$ cat src/rtl/paralelo_serial_pkg.sv
// Framing constants shared by the serial transmitter and the matching receiver.
package paralelo_serial_pkg;

  localparam int unsigned CANTIDAD_BITS_DEF = 10;
  localparam logic [9:0]  PALABRA_COMA      = 10'h0FA;

  // Bit counter width for a frame of 'bits' bits; never narrower than one bit.
  function automatic int unsigned ancho_contador(input int unsigned bits);
    return (bits > 2) ? $clog2(bits) : 1;
  endfunction

endpackage

$ cat src/rtl/paralelo_serial_registro_retencion.sv
// Single-word holding register between the upstream handshake and the frame loader.
module registro_retencion
  import paralelo_serial_pkg::*;
#(
  parameter int unsigned cantidadBits = CANTIDAD_BITS_DEF
) (
  input  logic                    clk,
  input  logic                    rst,
  input  logic                    frontera,
  input  logic                    valido,
  input  logic [cantidadBits-1:0] entradas,
  output logic [cantidadBits-1:0] palabra,
  output logic                    lleno,
  output logic                    listo
);

  logic transferencia;

  // The slot frees up on a boundary, so a new word can land in the same cycle.
  assign listo         = !lleno || frontera;
  assign transferencia = valido && listo;

  always_ff @(posedge clk or negedge rst) begin
    if (!rst) begin
      palabra <= '0;
      lleno   <= 1'b0;
    end else if (transferencia) begin
      palabra <= entradas;
      lleno   <= 1'b1;
    end else if (frontera) begin
      lleno   <= 1'b0;
    end
  end

endmodule

$ cat src/rtl/paralelo_serial.sv
// Parallel-to-serial transmitter: LSB first, one bit per enabled cycle, idle word fill.
module paralelo_serial
  import paralelo_serial_pkg::*;
#(
  parameter int unsigned              cantidadBits = CANTIDAD_BITS_DEF,
  parameter logic [cantidadBits-1:0]  PALABRA_IDLE = cantidadBits'(PALABRA_COMA)
) (
  input  logic                    clk,
  input  logic                    rst,
  input  logic                    enb,
  input  logic [cantidadBits-1:0] entradas,
  input  logic                    valido,
  output logic                    listo,
  output logic                    salida,
  output logic                    inicio,
  output logic                    dato_activo
);

  localparam int unsigned CW = ancho_contador(cantidadBits);
  localparam logic [CW-1:0] ULTIMO = CW'(cantidadBits - 1);

  logic [CW-1:0]           contador;
  logic [cantidadBits-1:0] shreg;
  logic [cantidadBits-1:0] palabra_ret;
  logic [cantidadBits-1:0] palabra;
  logic                    lleno;
  logic                    frontera;

  assign frontera = enb && (contador == ULTIMO);
  assign palabra  = lleno ? palabra_ret : PALABRA_IDLE;

  registro_retencion #(
    .cantidadBits(cantidadBits)
  ) u_retencion (
    .clk      (clk),
    .rst      (rst),
    .frontera (frontera),
    .valido   (valido),
    .entradas (entradas),
    .palabra  (palabra_ret),
    .lleno    (lleno),
    .listo    (listo)
  );

  // Counter resets to the last bit so the first enabled cycle loads a frame.
  always_ff @(posedge clk or negedge rst) begin
    if (!rst) begin
      contador    <= ULTIMO;
      shreg       <= '0;
      salida      <= 1'b0;
      inicio      <= 1'b0;
      dato_activo <= 1'b0;
    end else if (enb) begin
      if (frontera) begin
        salida      <= palabra[0];
        shreg       <= palabra >> 1;
        inicio      <= 1'b1;
        dato_activo <= lleno;
        contador    <= '0;
      end else begin
        salida   <= shreg[0];
        shreg    <= shreg >> 1;
        inicio   <= 1'b0;
        contador <= contador + CW'(1);
      end
    end
  end

endmodule
$ cat config.mk
export PLATFORM = sky130hd
export DESIGN_NAME = paralelo_serial
export DESIGN_NICKNAME = d
export VERILOG_FILES = /design/src/rtl/paralelo_serial_pkg.sv /design/src/rtl/paralelo_serial_registro_retencion.sv /design/src/rtl/paralelo_serial.sv
export SDC_FILE = /design/constraint.sdc
export NUM_CORES = 1
export LEC_CHECK = 0
export CORE_AREA = 2 2 72 74
export DETAILED_ROUTE_END_ITERATION = 10
export DIE_AREA = 0 0 74 76
export GPL_TIMING_DRIVEN = 0
export SYNTH_ARGS = -nofsm -noshare
export SYNTH_HDL_FRONTEND = slang
export SYNTH_SLANG_ARGS = --single-unit
$ cat constraint.sdc
create_clock -name clk -period 1.6 [get_ports clk]
set_input_delay 0.16 -clock clk [delete_from_list [all_inputs] [get_ports clk]]
set_output_delay 0.16 -clock clk [all_outputs]
set_load 0.02 [all_outputs]
# Word level (Yosys, flattened, before mapping)
# Cells that the tools add are included.
[op_classes] n_addsub=1 n_eq_ne=1 muxes=7 n_reduce_logical=6
[ops] operator="$mux W10" count=1
[ops] operator="$mux W9" count=1
[ops] operator="$add A4 B1 Y4 const B" count=1
[ops] operator="$eq A4 B4 Y1 const B" count=1
[ops] operator="$mux W1" count=4
[ops] operator="$mux W4" count=1
[ops] operator="$logic_and A1 B1 Y1" count=2
[ops] operator="$reduce_and A2 Y1" count=1
[ops] operator="$reduce_bool A2 Y1" count=1
[ops] operator="$logic_not A1 Y1" count=1
[ops] operator="$logic_or A1 B1 Y1" count=1
[word_totals] ff_bits=28 out_inout_bits=4 elab_cells=22

# Depth between registers and ports, before layout
# Gate-level depths: netlist of run 1.
[depth] word_depth=5 depth_mapped=6 ltp_nobuf=5

# Hierarchy
# A second synthesis of run 1 with hierarchy kept.
[hier_totals] hier_cells=97 hier_area_um2=1226.2
[by_module_without_submodules] mod="paralelo_serial" n_inst=1 cells_each=73 area_per_inst_um2=760.7 seq_area_each_um2=402.9
[by_module_without_submodules] mod="registro_retencion" n_inst=1 cells_each=24 area_per_inst_um2=465.4 seq_area_each_um2=275.3

# Worst setup path before layout of run 1
# OpenSTA, ideal clock, no wires.
[synth_path] path_kind="reg-to-reg" from="register contador[0]" to="register u_retencion.palabra[0]" setup_ns=0.125 arrival_ns=1.553 required_ns=1.475 setup_slack_ns=-0.077 stages_incl_launch_ff=6 path_buffers=1 period_less_slack_ns=1.677 path_cell_list="dfstp_2 -> ha_1 -> nand4b_4 -> a21boi_2 -> buf_6 -> mux2_2"
[synth_via] elab_chain_cells=4
[synth_lines] element="start, declared" line_no="paralelo_serial.sv:22" text="logic [CW-1:0] contador;"
[synth_lines] element="start signal, assigned" line_no="paralelo_serial.sv:64" text="contador <= contador + CW'(1);"
[synth_lines] element="$eq A4 B4 Y1" line_no="paralelo_serial.sv:29" text="assign frontera = enb && (contador == ULTIMO);"
[synth_lines] element="$logic_and A1 B1 Y1" line_no="paralelo_serial.sv:29"
[synth_lines] element="$logic_or A1 B1 Y1" line_no="paralelo_serial_registro_retencion.sv:20" text="assign listo = !lleno || frontera;"
[synth_lines] element="$logic_and A1 B1 Y1" line_no="paralelo_serial_registro_retencion.sv:21" text="assign transferencia = valido && listo;"
[synth_lines] element="end signal, assigned" line_no="paralelo_serial_registro_retencion.sv:28" text="palabra <= entradas;"
[synth_lines] element="end, declared" line_no="paralelo_serial_registro_retencion.sv:12" text="output logic [cantidadBits-1:0] palabra,"
# No other way between the ends.
# A chain may end at the register's enable or synchronous reset.

# Worst setup path after layout of run 1
[layout_path] from="register contador[0]" to="register u_retencion.palabra[4]"
# The elaborated chain is that of the path after synthesis.

==> results.md, run 1 <==
* # DRC at 0
* Power density over the cells at 1450 nW/um2
* DRT antenna net count at 0
* Hold crit path type: input pin to flop
* Die H at around 76 um
* Max-Cap Viols at 0
* Mapped Nets at between 100 and 150
* Post-route minimum period at around 1.7 ns
* Placement Setup Slack at -0.282 ns
* FF-to-FF End: u_retencion.palabra[4]$_DFFE_PN0P_
* Ant diodes at 0
* Hold path start: valido
* Setup violators final at 10
* RSZ-0062 raised after global routing: true
* Most frequent cells in the layout: 25 x dfrtp_1, 16 x clkdlybuf4s50_1, 12 x nand2_1
* Largest net degree at the start of global routing at 28
* Failing checks: negative setup slack
* Clock tree sinks at 27
* I/O Buffers at 17
* Fraction of layout cells with a size suffix above 1 at 0.294
* Synth-to-layout area growth at 35.6%
* Largest family of logic cells by synthesized area: compound AO/OA/AOI/OAI gates
* DR WL/cell at 12.0 um
* Yosys top cell by area: dfrtp_1
* Endpoints failing hold at 0
* Total CTS buffers at 3
* Post-synthesis simple-gate area fraction at 0.101
* Final worst setup slack at -0.0687 ns
* RR Startpoint: contador[0]$_DFFE_PN1P_
* Ports at 18
* Post-synthesis cell type count at 27
* Worst-path fanout max at 5
* DP HPWL at 1610 um
* GRT overflow at 0
* Clock slew at reported path FFs at 0.09 ns
* Avg Cell Area, Syn at 12.3 um2
* Initial Util at 0.242
* Critical path launch point type: flop
* Gr usage total at 0.0892
* Leak pwr at between 0.7 and 0.8 nW
* Commonest non-fill, non-tap cell in the layout: dfrtp_1
* Via/cell ratio at 4.29
* Die Footprint at 5620 um2
* First-pass GRT wire length at 3960 um
* Critical path endpoint category: flop
* DRT iter0 DRCs at 33
* Hold endpoint: u_retencion.lleno$_DFFE_PN0P_
* Worst r2r path cells at 5
* Clock latency on the worst-skew pair at 0.27 ns
* Adder-Cell Fraction of Synth Area at 0.0211
* Root buffer cell: clkbuf_8
* Cells after synthesis at 97
* # H-tree levels at 1
* Setup_tns at -0.432 ns
* Core area at 4910 um2
* Relative slew slack at 0.220
* WP data arrival at roughly 1.8 ns
* Status: finished, violations left
* Placer Congestion at 0.689
* Seq cells post-synth at 27
* Worst EP required at 1.76 ns
* WHS at approximately 0.48 ns
* Worst-Margin Slew at about 1.2 ns
* Synth Area in Compound Gates at 0.149
* Vias in the first global route at 845
* Reg2Reg Setup Slack at -0.07 ns
* Worst vdd ir at 0.378 mV
* Synth top area cells: dfrtp_1 53%, mux2_2 9.5%, a221o_1 5.1%, dfstp_2 4.4%, nand2_1 4.4%
* Chip Width at 74 um
* Tcrit/Tclk final at 1.04
* Post-synth top area share at 0.526
* Crit path kind: flop to flop
* Initial antenna violation count at 0
* CTS tree: yes
* Nets at 143
* Cts hold-fix bufs at 0
* Fin Clk Skew at 0.00484 ns
* Post-Synth XOR/XNOR Area at 0.0147
* Final Max Slew Viols at 0
* Rows at 26
* Vias at 840
* Hold Path Stages at 2
* Final core utilization at 0.328
* Pre-antenna DRT Iters at 4
* CTS max path bufs at 2
* Fmax at 599 MHz
* Yosys synthesis warning count at 0
* Sequential-to-total area share from yosys stat at 0.571
* Cell area after synthesis at 1190 um2
* Mux cell area share after synthesis at 0.0947
* Routed wire length at 2340 um
## repair_timing
item,in CTS,in global routing
setup endpoints to repair,17,17
resized for setup,5,15
setup buffers,3,4
endpoints found under the hold margin,0,0
cloned,0,1
## metal layers
| metal | GRT usage | routed length, um | vias to the layer above |
|---|---|---|---|
| met2 | 0.142 | 1150 | 15 |
| li1 | - | - | 400 |
| met5 | 0 | 0 | - |
| met1 | 0.115 | 1050 | 420 |
| met3 | 0.0198 | 95 | 5 |
| met4 | 0.0382 | 42 | 0 |
## worst max path at each step
stage                             from                                 end  slack, ns  cells after the start
2_1_floorplan  contador[0]$_DFFE_PN1P_  u_retencion.palabra[0]$_DFFE_PN0P_      -0.01                      5
3_3_place_gp                       enb                               listo      -0.25                      4
3_5_place_dp                       enb                               listo      -0.28                      4
4_1_cts        contador[0]$_DFFE_PN1P_  u_retencion.palabra[4]$_DFFE_PN0P_      -0.06                      5
5_1_grt        contador[0]$_DFFE_PN1P_  u_retencion.palabra[4]$_DFFE_PN0P_      -0.13                      5
6_report       contador[0]$_DFFE_PN1P_  u_retencion.palabra[4]$_DFFE_PN0P_      -0.07                      5
## logic make-up (layout without fill, tap and decap cells)
kind of cell,count (synthesis),in the layout
adder cells (fa/ha/maj),2,2
flip-flops,27,27
AO/OA/AOI/OAI,22,22
XOR/XNOR,2,2
buffers and inverters,12,41
multiplexers,10,10
AND/OR/NAND/NOR,22,22
## stage by stage
stage / power (W) / std cells / cell area (um2)
finish: 0.00234 / 196 / 1610
global route: 0.00251 / 196 / 1610
CTS: 0.00226 / 191 / 1520
detailed placement: 0.00186 / 184 / 1460
global placement: 0.00183 / 184 / 1460
floorplan: 0.00163 / 97 / 1200
## area by class of cell
class	instances	area, um2
fillers	483	3300
flip-flops and latches	27	678
multi-input cells	58	504
repair buffers	25	235
well taps	70	87.6
clock buffers	4	45.0
plain buffers	4	31.3
inverters	8	30.0
## state kept, by name (all words and copies together) (netlist names)
register and flops:
contador 4, dato_activo 1, inicio 1, salida 1, shreg 9, u_retencion.lleno 1
u_retencion.palabra 10
## worst max-delay path: stages (launching register included)
cell      delay [ns]
dfstp_2         0.56
ha_4            0.15
nand4b_4        0.16
a21boi_4        0.20
buf_6           0.15
mux2_2          0.33
## synth_stat cells
library cell   n
a221o_1        6
a32o_1         1
xnor2_1        1
a211oi_1       1
nor2_1         3
dfstp_2        2
dfrtp_1       25
o221a_2        3
clkinv_1       1
ha_1           2
xor2_1         1
buf_4          1
a21boi_2       1
clkbuf_1       1
buf_6          1
and4b_1        2
a21oi_1        6
o21ai_0        2
nor2_2         1
inv_1          7
buf_2          1
nand2_1       14
a21o_1         1
mux2_2        10
a21boi_0       1
nand2b_1       1
nand4b_4       1
## power breakdown
| part | internal, W | switching [W] | total, W |
|---|---|---|---|
| logic | 0.000489 | 0.000317 | 0.000806 |
| registers | 0.000972 | 0.000185 | 0.00116 |
| clock network | 0.000178 | 0.000203 | 0.000381 |
| total | 0.00164 | 0.000705 | 0.00234 |
Note: power is estimated with default switching activity, not from simulation.
==> run 2: changes to the inputs <==
--- a/config.mk
+++ b/config.mk
@@ -5,9 +5,10 @@
 export SDC_FILE = /design/constraint.sdc
 export NUM_CORES = 1
 export LEC_CHECK = 0
-export CORE_AREA = 2 2 72 74
+export CORE_AREA = 2 2 52 103
+export CTS_BUF_LIST = sky130_fd_sc_hd__clkbuf_8
 export DETAILED_ROUTE_END_ITERATION = 10
-export DIE_AREA = 0 0 74 76
+export DIE_AREA = 0 0 54 105
 export GPL_TIMING_DRIVEN = 0
 export SYNTH_ARGS = -nofsm -noshare
 export SYNTH_HDL_FRONTEND = slang
==> run 2 against run 1 <==
Effect of this change:
- the flow still finishes with violations (negative setup slack)
- hold slack worse by 0.0056 ns
- fmax up 3.3%
- count of clock-buffer cells in the layout shrank 1
- power fell by 2.9%
- first-iteration DRC count fell by 76%
- clock skew fell by 0.0031 ns
==> results.md, run 2 (synthesis results as in run 1) <==
* Status: finished, violations left (unchanged)
* Failing checks: negative setup slack (unchanged)
* Fraction of layout cells with a size suffix above 1 at 0.272 (was 0.294)
* Largest net degree at the start of global routing at 28 (unchanged)
* Fin Clk Skew at 0.00177 ns (was 0.00484 ns)
* Crit path kind: flop to flop (unchanged)
* Rows at 36 (was 26)
* Placer Congestion at 0.728 (was 0.689)
* Dpl cells at 171 (was 184)
* DRT iter0 DRCs at 8 (was 33)
* CTS tree: yes (unchanged)
* DRT antenna net count at 0 (unchanged)
* Pre-antenna DRT Iters at 4 (unchanged)
* Fmax at 619 MHz (was 599 MHz)
* Biggest register: u_retencion.palabra (unchanged)
* Critical path endpoint category: flop (unchanged)
* Fin cells at 182 (was 196)
* Relative slew slack at 0.241 (was 0.220)
* DR WL met2 at 1320 um (was 1150 um)
* Chip Width at 54 um (was 74 um)
* WP data arrival at 1.78 ns (was 1.83 ns)
* Core area at 4860 um2 (was 4910 um2)
* Final worst setup slack at -0.0158 ns (was -0.0687 ns)
* Root buffer cell: clkbuf_8 (unchanged)
* Initial Util at 0.244 (was 0.242)
* Worst-path fanout max at 10 (was 5)
* Largest register FFs at 10 (unchanged)
* Max-Cap Viols at 0 (unchanged)
* Initial antenna violation count at 0 (unchanged)
* Post-route minimum period at 1.62 ns (was 1.67 ns)
* # DRC at 0 (unchanged)
* Final Max Slew Viols at 0 (unchanged)
* Ports at 18 (unchanged)
* I/O Buffers at 17 (unchanged)
* RSZ-0062 raised after global routing: true (unchanged)
* Clock tree sinks at 27 (unchanged)
* DR WL/cell at 12.9 um (was 12.0 um)
* GRT overflow at 0 (unchanged)
* Synth-to-layout area growth at 29.9% (was 35.6%)
* Final core utilization at 0.317 (was 0.328)
* Gr usage total at 0.0915 (was 0.0892)
* Uppermost routed layer: met4 (unchanged)
* FF-to-FF End: u_retencion.palabra[3]$_DFFE_PN0P_ (was u_retencion.palabra[4]$_DFFE_PN0P_)
* Biggest regs: u_retencion.palabra x10, shreg x9, contador x4 (unchanged)
* Critical path launch point type: flop (unchanged)
* Worst r2r path cells at 5 (unchanged)
* Total CTS buffers at 3 (unchanged)
* Ant diodes at 0 (unchanged)
* WHS at 0.472 ns (was 0.477 ns)
* Vias in the first global route at 857 (was 845)
* Setup violators final at 10 (unchanged)
* Met1 WL at 884 um (was 1050 um)
* Nets at 142 (was 143)
* Via/cell ratio at 4.48 (was 4.29)
* Routed wire length at 2350 um (was 2340 um)
* RR Startpoint: contador[0]$_DFFE_PN1P_ (unchanged)
* Tcrit/Tclk final at 1.01 (was 1.04)
* Hold crit path type: input pin to flop (unchanged)
* Die Footprint at 5670 um2 (was 5620 um2)
* Power density over the cells at 1470 nW/um2 (was 1450 nW/um2)
* Die H at 105 um (was 76 um)
* DR WL met3 at 64 um (was 95 um)
* First-pass GRT wire length at 3770 um (was 3960 um)
* Worst setup path startpoint: contador[0]$_DFFE_PN1P_ (unchanged)
* Endpoints failing hold at 0 (unchanged)
* Crit path capture: u_retencion.palabra[3]$_DFFE_PN0P_ (was u_retencion.palabra[4]$_DFFE_PN0P_)
* Reg2Reg Setup Slack at -0.02 ns (was -0.07 ns)
* Worst vdd ir at 0.647 mV (was 0.378 mV)
* # H-tree levels at 1 (unchanged)
* Commonest non-fill, non-tap cell in the layout: dfrtp_1 (unchanged)
* Most frequent cells in the layout: 25 x dfrtp_1, 16 x clkdlybuf4s50_1, 13 x nand2_1 (was 25 x dfrtp_1, 16 x clkdlybuf4s50_1, 12 x nand2_1)
* Clock slew at reported path FFs at 0.08 ns (was 0.09 ns)
* Leak pwr at 0.712 nW (was 0.733 nW)
* Cts hold-fix bufs at 0 (unchanged)
* DP HPWL at 1730 um (was 1610 um)
* Placement Setup Slack at -0.290 ns (was -0.282 ns)
* Worst-Margin Slew at 1.13 ns (was 1.17 ns)
* CTS max path bufs at 2 (unchanged)
* Clock latency on the worst-skew pair at 0.28 ns (was 0.27 ns)
* Worst EP required at 1.77 ns (was 1.76 ns)
* Vias at 815 (was 840)
run 2: worst min-delay path by stage:
| stage | end | cells past startpoint | startpoint |
|---|---|---|---|
| after CTS | u_retencion.lleno$_DFFE_PN0P_ | 2 | valido |
| final | u_retencion.lleno$_DFFE_PN0P_ | 2 | valido |
| after global routing | u_retencion.palabra[4]$_DFFE_PN0P_ | 2 | entradas[4] |
| after global placement | inicio$_DFFE_PN0P_ | 1 | inicio$_DFFE_PN0P_ |
| after floorplan | contador[1]$_DFFE_PN0P_ | 0 | rst |
| after detailed placement | inicio$_DFFE_PN0P_ | 1 | inicio$_DFFE_PN0P_ |
run 2: power by group:
part           internal (W)  total, W  switching, W  leakage [nW]
clock              0.000173  0.000377      0.000204        0.0269
sequential         0.000972   0.00115      0.000178         0.328
combinational      0.000439  0.000750      0.000311         0.357
total               0.00158   0.00228      0.000693         0.712
run 2: layer usage:
metal | up-vias | GRT usage
met5 | - | 0
met2 | 14 | 0.155
li1 | 398 | -
met3 | 5 | 0.00857
met1 | 398 | 0.0958
met4 | 0 | 0.0714
run 2: per-stage QoR:
stage / setup TNS (ns) / area (um2) / total power (W)
3_5_place_dp: -2.28 / 1440 / 0.00187
5_1_grt: -0.846 / 1540 / 0.00244
3_3_place_gp: -1.77 / 1440 / 0.00183
2_1_floorplan: -0.122 / 1200 / 0.00163
6_report: -0.0717 / 1540 / 0.00228
4_1_cts: -0.329 / 1500 / 0.00227
run 2: what timing repair did:
item                                    4_1_cts  5_1_grt
cloned                                        0        0
resized for setup                             5        2
endpoints found under the setup margin       17       17
buffers inserted                              2        5
run 2: cell type report:
type / count / area [um2]
repair buffers: 24 / 220
clock inverters: 1 / 3.75
clock buffers: 3 / 41.3
inverters: 8 / 30.0
fillers: 511 / 3320
multi-input cells: 58 / 468
flip-flops and latches: 27 / 678
plain buffers: 4 / 31.3
well taps: 57 / 71.3
run 2: worst max-delay path: stages, from the launching register on:
cell	delay [ns]
dfstp_2	0.56
ha_4	0.15
nand4b_4	0.14
a21boi_2	0.16
buf_6	0.16
mux2_2	0.34
